**config.mk**
```make
export PLATFORM = sky130hd
export DESIGN_NAME = trivium_sched
export DESIGN_NICKNAME = d
export VERILOG_FILES = /design/src/rtl/trivium_sched.sv
export SDC_FILE = /design/constraint.sdc
export NUM_CORES = 1
export LEC_CHECK = 0
export BUFFER_PORTS_ARGS = -buffer_cell sky130_fd_sc_hd__buf_2
export CORE_AREA = 4 4 213 215
export DETAILED_ROUTE_END_ITERATION = 10
export DIE_AREA = 0 0 217 219
export SYNTH_ARGS = -nofsm -noshare
export SYNTH_HDL_FRONTEND = slang
export SYNTH_SLANG_ARGS = --single-unit
```
**constraint.sdc**
```tcl
create_clock -name CLK -period 5.89 [get_ports CLK]
set_input_delay 0.2945 -clock CLK [delete_from_list [all_inputs] [get_ports CLK]]
set_output_delay 0.2945 -clock CLK [all_outputs]
set_load 0.005 [all_outputs]
```
**src/rtl/trivium_sched.sv**
```systemverilog
// Round-robin front end sharing one Trivium engine between two requesters: ack 1 cycle after grant, first word WARMUP+WORD_W+2 cycles after the request.
// A finished word parks in HOLD with ks_en low until out_ready, so the engine never advances past an unconsumed word.
module trivium_sched #(
   parameter int WARMUP = 1152,
   parameter int WORD_W = 32,
   parameter int LEN_W  = 16
) (
   input  logic              CLK,
   input  logic              RSTn,
   input  logic [1:0]        req_valid,
   input  logic [79:0]       req_key0,
   input  logic [79:0]       req_key1,
   input  logic [79:0]       req_iv0,
   input  logic [79:0]       req_iv1,
   input  logic [LEN_W-1:0]  req_len0,
   input  logic [LEN_W-1:0]  req_len1,
   output logic [1:0]        req_ack,
   output logic              ks_load,
   output logic [79:0]       ks_key,
   output logic [79:0]       ks_iv,
   output logic              ks_en,
   input  logic              ks_z,
   output logic              out_valid,
   input  logic              out_ready,
   output logic [WORD_W-1:0] out_data,
   output logic              out_id,
   output logic              out_last,
   output logic              busy
);

   localparam int STEP_W = $clog2(WARMUP + 1);
   localparam int CNT_W  = (STEP_W > $clog2(WORD_W)) ? STEP_W : $clog2(WORD_W);
   localparam logic [CNT_W-1:0] WARM_LAST = CNT_W'(WARMUP - 1);
   localparam logic [CNT_W-1:0] WORD_LAST = CNT_W'(WORD_W - 1);

   localparam logic [2:0] S_IDLE = 3'd0;
   localparam logic [2:0] S_LOAD = 3'd1;
   localparam logic [2:0] S_WARM = 3'd2;
   localparam logic [2:0] S_GEN  = 3'd3;
   localparam logic [2:0] S_HOLD = 3'd4;

   logic [2:0]       state;
   logic             last_id;
   logic             sess_id;
   logic             win_id;
   logic [LEN_W-1:0] remaining;
   logic [CNT_W-1:0] cnt;

   // last_id resets to 1 so requester 0 wins the first contested grant
   always_comb begin
      win_id = 1'b0;
      case (req_valid)
         2'b01:   win_id = 1'b0;
         2'b10:   win_id = 1'b1;
         2'b11:   win_id = ~last_id;
         default: win_id = 1'b0;
      endcase
   end

   assign req_ack   = (state == S_LOAD) ? (sess_id ? 2'b10 : 2'b01) : 2'b00;
   assign ks_load   = (state == S_LOAD);
   assign ks_en     = (state == S_WARM) || (state == S_GEN);
   assign out_valid = (state == S_HOLD);
   assign busy      = (state != S_IDLE);

   always_ff @(posedge CLK) begin
      if (!RSTn) begin
         state     <= S_IDLE;
         last_id   <= 1'b1;
         sess_id   <= 1'b0;
         remaining <= '0;
         cnt       <= '0;
         ks_key    <= '0;
         ks_iv     <= '0;
         out_data  <= '0;
         out_id    <= 1'b0;
         out_last  <= 1'b0;
      end else begin
         case (state)
            S_IDLE: begin
               if (|req_valid) begin
                  sess_id   <= win_id;
                  last_id   <= win_id;
                  ks_key    <= win_id ? req_key1 : req_key0;
                  ks_iv     <= win_id ? req_iv1  : req_iv0;
                  remaining <= win_id ? req_len1 : req_len0;
                  state     <= S_LOAD;
               end
            end
            S_LOAD: begin
               cnt   <= '0;
               state <= (remaining == '0) ? S_IDLE : S_WARM;
            end
            S_WARM: begin
               if (cnt == WARM_LAST) begin
                  cnt   <= '0;
                  state <= S_GEN;
               end else begin
                  cnt <= cnt + CNT_W'(1);
               end
            end
            S_GEN: begin
               // out_data doubles as the packing register; it only shifts while out_valid is low
               out_data <= {out_data[WORD_W-2:0], ks_z};
               if (cnt == WORD_LAST) begin
                  cnt      <= '0;
                  out_id   <= sess_id;
                  out_last <= (remaining == LEN_W'(1));
                  state    <= S_HOLD;
               end else begin
                  cnt <= cnt + CNT_W'(1);
               end
            end
            S_HOLD: begin
               if (out_ready) begin
                  remaining <= remaining - LEN_W'(1);
                  state     <= (remaining == LEN_W'(1)) ? S_IDLE : S_GEN;
               end
            end
            default: state <= S_IDLE;
         endcase
      end
   end

endmodule

```
* Word-level counts from Yosys, hierarchy flattened
Index checks and enable logic that the tools add are counted.
** Storage, ports and cells
- Bits in registers :: 226
- Input port bits :: 358
- Output and inout port bits :: 200
- Logic and storage cells :: 56
** Cells by class
- $add $sub $neg :: 2
- Equal/unequal tests :: 13
- Mux-type cells :: 19
- Bitwise gates (word level) :: 1
- Reduce and logical (&&, ||, !) cells :: 11
** Operators by type and width (number)
- $mux 80 :: 2
- $mux 16 :: 3
- $pmux 11 s3 :: 1
- $pmux 16 s2 :: 1
- $mux 11 :: 2
- $eq 16x1->1 const B :: 1
- $logic_not 16->1 :: 1
- $sub 16x1->16 const B :: 1
- $pmux 3 s5 :: 1
- $mux 3 :: 4
- $add 11x1->11 const B :: 1
- $eq 11x11->1 const B :: 1
- $eq 11x5->1 const B :: 1
- $mux 2 :: 4
- $eq 3x2->1 const B :: 2
- $ne 2x1->1 const B :: 3
- $reduce_bool 3->1 :: 2
- $eq 2x2->1 const B :: 2
- $reduce_and 2->1 :: 2
- $reduce_and 4->1 :: 1
- $eq 3x1->1 const B :: 1
- $eq 3x3->1 const B :: 1
- $logic_not 3->1 :: 1
- $reduce_and 3->1 :: 1
- 6 further kinds :: 6

* Longest topological paths before layout
Gate-level depths: netlist of the first run.
- Depth after elaboration :: 5
- Mapped depth :: 8
- Depth with buffers taken out :: 6

* Worst setup path before layout of the first run
OpenSTA, ideal clock, no wires.
- Path type :: reg-to-reg
- Start :: register remaining[0]
- End :: register remaining[13]
- Arrival time :: 1761 ps
- Required time :: 5770 ps
- Slack :: 4010 ps
- Cell stages (with the launch flop) :: 6
- Period minus slack after synthesis :: 1880 ps
- Path through :: dfxtp_1 > nor4_4 > nand2_2 > or4_4 > and3_4 > o31a_1
** Between the ends
- Longest elaborated chain between the ends :: 3
** RTL lines
- start, declared :: line 46 : logic [LEN_W-1:0] remaining;
- start signal, assigned :: line 86 : remaining <= win_id ? req_len1 : req_len0;
- start signal, assigned :: line 116 : remaining <= remaining - LEN_W'(1);
- $sub 16x1->16 :: line 116
- $mux 16 :: line 115 : if (out_ready) begin
- $pmux 16 s2 :: line 79 : case (state)
Every way passes these cells. The select of a mux whose other input is x is not followed.
A chain may end at the register's enable or synchronous reset.

* Worst setup path after layout of the first run
- Start :: register state[2]
- End :: output port out_valid
** Between the ends
- Longest elaborated chain between the ends :: 1
** RTL lines
- start, declared :: line 42 : logic [2:0] state;
- start signal, assigned :: line 92 : state <= (remaining == '0) ? S_IDLE : S_WARM;
- start signal, assigned :: line 117 : state <= (remaining == LEN_W'(1)) ? S_IDLE : S_GEN;
- $eq 3x3->1 :: line 63 : assign out_valid = (state == S_HOLD);
- end, declared :: line 23 : output logic out_valid,
Every way passes these cells.

==> results of run 1 <==
[kinds of logic after synthesis]
kind of cell	count (synthesis)	share of synthesized area, %
compound gates	278	22.6
mux	176	16.5
xor+xnor	3	0.246
simple gates	334	13.7
fa+ha+maj	4	0.468
flops	226	42.3
buf+inv	102	4.21
[cell type report]
type / count / area (µm²)
fillers: 4622 / 28900
clock buffers: 45 / 823
multi-input cells: 795 / 5760
inverters: 7 / 26.3
flip-flops and latches: 226 / 4520
well taps: 592 / 741
clock inverters: 3 / 42.5
repair buffers: 565 / 2890
diodes: 5 / 12.5
[sequential cells by signal, summed over array words and instances (netlist names), 3 cells and up]
register,cells
remaining,16
state,3
out_data,32
cnt,11
ks_iv,80
ks_key,80
[routing by layer]
metal	GRT usage, %	wire length (µm)	vias up
met3	4.64	3170	68
met1	17.4	15200	4850
met5	0	41	-
met4	4.22	1160	6
li1	-	-	5065
met2	26.4	19000	352
[stage by stage]
step                area [µm²]  hold WS [ps]  cells  total power [W]  util, %
CTS                      14800          56.6   2233          0.00591     33.9
global placement         13900           455   2184          0.00419     31.8
global route             14800          82.5   2235          0.00622     33.9
floorplan                10700           439   1123          0.00343        -
detailed placement       13900           459   2184          0.00424     31.8
finish                   14800           104   2238          0.00582     33.9
[cells in the final DEF (no fill, tap or decap), types with 5 or more instances in the layout]
cell and instances:
nor2b_1 5, mux2i_1 173, nand2_1 250, clkbuf_16 27, dfxtp_1 226, inv_1 7, o21ai_0 29, nor2_1 17
nor3_1 11, buf_2 556, nand3_1 9, nand4_1 6, a31oi_1 5, o211a_1 162, clkbuf_1 10, a21oi_1 14
a21boi_0 36, clkbuf_8 8, diode_2 5
[power groups by stage]
stage                     Clock, W  Combinational [W]  Sequential, W
after global routing       0.00176            0.00222        0.00225
after floorplan                  0            0.00120        0.00223
final                      0.00163            0.00200        0.00219
after detailed placement         0            0.00202        0.00221
after CTS                  0.00169            0.00203        0.00219
after global placement           0            0.00199        0.00220
[worst min-delay path, stage by stage]
cell and delay (ps):
buf_2 70, mux2i_1 50, nand2_1 60, o211a_1 130
[worst min-delay path by stage]
stage                  from            to  depth (start not counted)
6_report       req_key0[67]    ks_key[67]                          4
3_5_place_dp   out_data[31]  out_data[31]                          2
5_1_grt        req_key0[67]    ks_key[67]                          4
4_1_cts         req_iv0[65]     ks_iv[65]                          4
3_3_place_gp   out_data[31]  out_data[31]                          2
2_1_floorplan          ks_z   out_data[0]                          2
[timing repair]
item	4_1_cts	5_1_grt
hold buffers	1	0
endpoints found under the hold margin	1	0
resized for setup	0	0
setup endpoints to repair	0	0
==> results by group, run 1 <==
Logic synthesis
  – Top-count cell post-synth: nand2_1
  – EDFF count, synth: 0
  – Seq/Total Area, Yosys: 42.3%
  – FF+latch count, synth: 226
  – Fraction of registers with async set/reset: 0%
  – Mapped Area: 10,700 µm²
  – Ys Warns: 0
  – Cells after Synth: 1,123
  – Synth unique cells: 62
  – Area leader, netlist: dfxtp_1
  – Post-synth top area share: 42.3%
  – Synth top area cells: dfxtp_1 42%, mux2i_1 16%, o211a_1 15%
  – Syn nets: 1,485
  – Synth Area per Inst: 9.53 µm²
  – Main synth FF type: dfxtp_1
  – List of most frequent post-synthesis cells: 250 x nand2_1, 226 x dfxtp_1, 173 x mux2i_1, 162 x o211a_1, 54 x buf_2

Run status
  – Outcome: finished, final reports clean

Floorplan
  – Core box area: 43,700 µm²
  – Cell row count: 77
  – Die area: 47,500 µm²
  – Die Ht: 219 µm
  – Initial Util: 24.5%
  – IO Pins: 558
  – Die width: 217 µm

Pwr
  – VDD IR-drop max: 228 µV
  – LEAKAGE: 8.15 nW
  – Clock share of power: 28.0%
  – NetSw: 0.00199 W
  – Comb pwr share: 34.3%
  – Internal: 0.00383 W
  – Sequential cell fraction of total power: 37.6%
  – Sw Ratio: 34.2%
  – Power Density: 393 nW/µm²

Critical path
  – CP Depth: 3
  – Crit path max fanout: 25
  – Slowest-stage cell, CP: or3b_2
  – Setup crit end: out_valid
  – R2R depth: 6
  – Crit path kind: reg2out
  – Crit Reg-Reg Startpoint: state[2]
  – CP Cell Sequence: or3b_2 -> inv_1 -> buf_2
  – Family of cells with the greatest summed delay on the critical path: buffers and inverters
  – Startpoint types: register
  – Reg2Reg Setup Slack: 3030 ps
  – Crit end category: output pin
  – WP data required: 5600 ps
  – Critical Path Start: state[2]
  – Buf/Inv on CP: 2
  – Worst Path Arrival: 2680 ps
  – Reg2reg end: ks_iv[15]
  – Crit path largest cell delay: 720 ps

CTS
  – Root buffer cell: clkbuf_16
  – Max Buffers Root-to-Sink: 3
  – Setup repair bufs after CTS: 0
  – Reg clk slew, reported paths: 60 ps
  – H-Tree Depth: 1
  – CTS tree: done
  – Clk_lat worst skew: 530 ps
  – CTS Buf Count: 27
  – CTS Sinks: 226

Hold path
  – Worst Hold Class: in2reg

Route
  – Avg Vias per Cell: 4.62
  – DR vias: 10,300
  – Average wire per cell in the routed design: 17.3 µm
  – DRT iter0 DRCs: 538
  – Drt first pass iters: 4
  – Total routed wirelength: 38,700 µm
  – # DRC: 0
  – DRT antenna net count: 0

Timing
  – Final hold violation count: 0
  – Post-layout min period: 2980 ps
  – Setup Skew: 8.82 ps
  – Finish-stage setup viols: 0
  – Final Cycle Share: 50.6%
  – F_max: 336 MHz
  – Setup WS post-layout: 2910 ps
  – Relative slew margins: 24.2%
  – Setup_tns: 0 ps
  – RSZ-0062 raised after global routing: no
  – Pins Over Slew Limit: 0
  – Transition time of the tightest slew-check pin: 1130 ps

Cells and area
  – Share of post-route cells with drive strength above 1: 37.9%
  – Nets: 1,984
  – Synthesis-to-layout area growth: 38.4%

Job
  – Max-Cap Viols: 0

Global route
  – Vias in the first global route: 9,773
  – Grt total ovfl: 0
  – Antenna violations before repair: 19
  – Tot GR Track Use: 14.9%
  – First-pass GRT wire length: 56,200 µm
  – Largest net degree at the start of global routing: 203

Placed design
  – IO Port Bufs: 557
  – DP Wirelength: 29,500 µm
  – GP Congestion: 0.791
  – Setup WS pre-CTS: 3100 ps
Note: power is estimated with default switching activity, not from simulation.
==> run 2: changes to the inputs <==
==> constraint.sdc (replaced) <==
create_clock -name CLK -period 3.1 [get_ports CLK]
set_input_delay 0.155 -clock CLK [delete_from_list [all_inputs] [get_ports CLK]]
set_output_delay 0.155 -clock CLK [all_outputs]
set_load 0.005 [all_outputs]
==> run 2 against run 1 <==
  * Largest power group is now combinational cells
  * Utilization up 7.3 points
  * Critical endpoint unchanged
  * Final area increased by 21%
  * Highest routed layer unchanged
  * Sequential cell count unchanged
  * Clock skew is 8.5 ps higher
  * Sequential power up 91%
==> results by group, run 2 (synthesized netlist as in run 1, its figures left out) <==
CTS
  – Max Buffers Root-to-Sink: 3 (unchanged)
  – H-Tree Depth: 1 (unchanged)
  – Reg clk slew, reported paths: 60 ps (about the same)
  – Clk_lat worst skew: 540 ps (about the same)
  – CTS Hold Buffers Added: 306 (+305)
  – CTS Sinks: 226 (unchanged)
  – CTS Buf Count: 27 (unchanged)
  – PostCTS Resize Cnt: 0 (unchanged)
  – Setup repair bufs after CTS: 0 (unchanged)
  – Root buffer cell: clkbuf_16
  – CTS tree: done

Floorplan
  – Die width: 217 µm (unchanged)
  – Initial Util: 24.5% (unchanged)
  – Die area: 47,500 µm² (unchanged)
  – Cell row count: 77 (unchanged)
  – Die Ht: 219 µm (unchanged)
  – Core box area: 43,700 µm² (unchanged)
  – IO Pins: 558 (unchanged)

Cells and area
  – Post-layout util: 41.2% (+7.3 points)
  – Commonest cells after routing, fill and taps aside: 556 x buf_2, 306 x dlygate4sd3_1, 250 x nand2_1
  – Storage element area: 4520 µm² (unchanged)
  – Area of the multi-input gates: 5760 µm² (unchanged)
  – Top flop regs: ks_iv x80, ks_key x80, out_data x32
  – Post-route insts no fill: 2,561 (+14%)
  – Synthesis-to-layout area growth: 68.2%
  – Nets: 2,299 (+16%)
  – Share of post-route cells with drive strength above 1: 32.4% (-5.5 points)
  – Fillers: 4,220 (-8.7%)
  – Commonest non-fill, non-tap cell in the layout: buf_2

Timing
  – Final Cycle Share: 82.2%
  – RSZ-0062 raised after global routing: no
  – Relative slew margins: 54.6% (+30 points)
  – Post-layout min period: 2550 ps
  – Pins Over Slew Limit: 0 (unchanged)
  – Transition time of the tightest slew-check pin: 681 ps (-454 ps)
  – F_max: 393 MHz
  – Final hold violation count: 0 (unchanged)
  – Fin Hold WS: 11.6 ps (-92.4 ps)
  – Setup Skew: 17.3 ps (+8.48 ps)
  – Setup_tns: 0 ps (unchanged)
  – Finish-stage setup viols: 0 (unchanged)

Route
  – Average wire per cell in the routed design: 17.4 µm (+0.63%)
  – # DRC: 0 (unchanged)
  – DR vias: 11,900 (+15%)
  – DRT antenna net count: 0 (unchanged)
  – Avg Vias per Cell: 4.66 (+0.86%)
  – DRT iter0 DRCs: 635 (+18%)
  – Total routed wirelength: 44,500 µm (+15%)
  – Drt first pass iters: 5 (+1)

Global route
  – Tot GR Track Use: 17.4% (+2.5 points)
  – Vias in the first global route: 12,200 (+25%)
  – First-pass GRT wire length: 66,500 µm (+18%)
  – Grt total ovfl: 0 (unchanged)
  – Antenna violations before repair: 23 (+4)
  – Largest net degree at the start of global routing: 130 (-36%)

Hold path
  – Worst Hold Class: in2reg
  – Worst Hold Path Cells: 4 (unchanged)
  – WHS Endpoint: ks_key[11]
  – Worst hold path startpoint: req_key0[11]

Pwr
  – Power Density: 649 nW/µm² (+65%)
  – LEAKAGE: 9.47 nW (+16%)
  – Total Power: 0.0117 W (+100%)
  – VDD IR-drop max: 395 µV (+73%)

Placed design
  – Dpl cells: 2,194 (+0.46%)
  – DP Wirelength: 29,900 µm (+1.3%)
  – IO Port Bufs: 557 (unchanged)
  – GP Congestion: 0.818 (+3.3%)

Critical path
  – Crit path max fanout: 24 (-4.0%)
  – Slowest-stage cell, CP: or3b_2
  – Startpoint types: register
  – Buf/Inv on CP: 3 (+1)
  – R2R depth: 7 (+1)
  – Crit path largest cell delay: 710 ps (about the same)
  – Reg2reg end: ks_key[24]
  – Family of cells with the greatest summed delay on the critical path: simple AND/OR/NAND/NOR gates
  – CP Cell Sequence: or3b_2 -> inv_1 -> buf_4 -> buf_2
  – Crit end category: output pin
  – Crit path kind: reg2out
  – Worst Path Arrival: 2390 ps (-290 ps)
  – WP data required: 2940 ps (-2660 ps)
  – Crit Reg-Reg Startpoint: last_id
  – Reg2Reg Setup Slack: 630 ps (-2400 ps)

Job
  – Max-Cap Viols: 0 (unchanged)

Run status
  – Outcome: finished, final reports clean
==> run 2: changes by cell type in the layout (fill, tap and decap cells not counted) <==
cell / before / now
clkinv_2: 1 / 3
clkbuf_8: 8 / 5
dlygate4sd3_1: 1 / 306
buf_4: 4 / 10
clkinvlp_4: 1 / 4
clkbuf_1: 10 / 7
buf_12: 3 / 7
diode_2: 5 / 14
==> run 2: final cells by class <==
class | count | area share [%]
inverters | 7 | 0.146
repair buffers | 880 | 33.7
multi-input cells | 795 | 32.0
well taps | 592 | 4.12
diodes | 14 | 0.195
clock inverters | 8 | 0.417
flip-flops and latches | 226 | 25.1
clock buffers | 39 | 4.28
==> run 2: per-layer routing <==
metal  global-route usage [%]  routed length, µm  up-vias
li1                         -                  -     5703
met4                     10.7               2560        4
met2                     30.7              22200      507
met3                     4.83               3140      154
met5                        0                 27        -
met1                     18.6              16600     5567
==> run 2: report_power, final <==
part           switching [W]  leakage (nW)  internal [W]  total (W)
Combinational        0.00229          7.20       0.00216    0.00445
Sequential          0.000486          1.86       0.00370    0.00418
Clock                0.00125         0.403       0.00180    0.00305
Total                0.00403          9.47       0.00766     0.0117
==> run 2: per-stage QoR <==
| step | instance area (µm²) | setup slack, ps |
|---|---|---|
| finish | 18000 | 552 |
| global placement | 14100 | 984 |
| CTS | 18000 | 536 |
| floorplan | 10700 | 1220 |
| global route | 18000 | 429 |
| detailed placement | 14100 | 891 |
==> run 2: worst max path at each step <==
stage,startpoint,to,slack [ps],depth (start not counted)
floorplan,remaining[0],remaining[13],1220,5
CTS,state[2],out_valid,540,4
detailed placement,state[2],ks_iv[40],890,6
finish,state[2],out_valid,550,4
global placement,state[2],remaining[10],980,5
global route,state[2],out_valid,430,4
==> run 2: tightest hold or removal path, stage by stage <==
cell	delay, ps
buf_2	70
mux2i_1	70
nand2_1	80
o211a_1	130
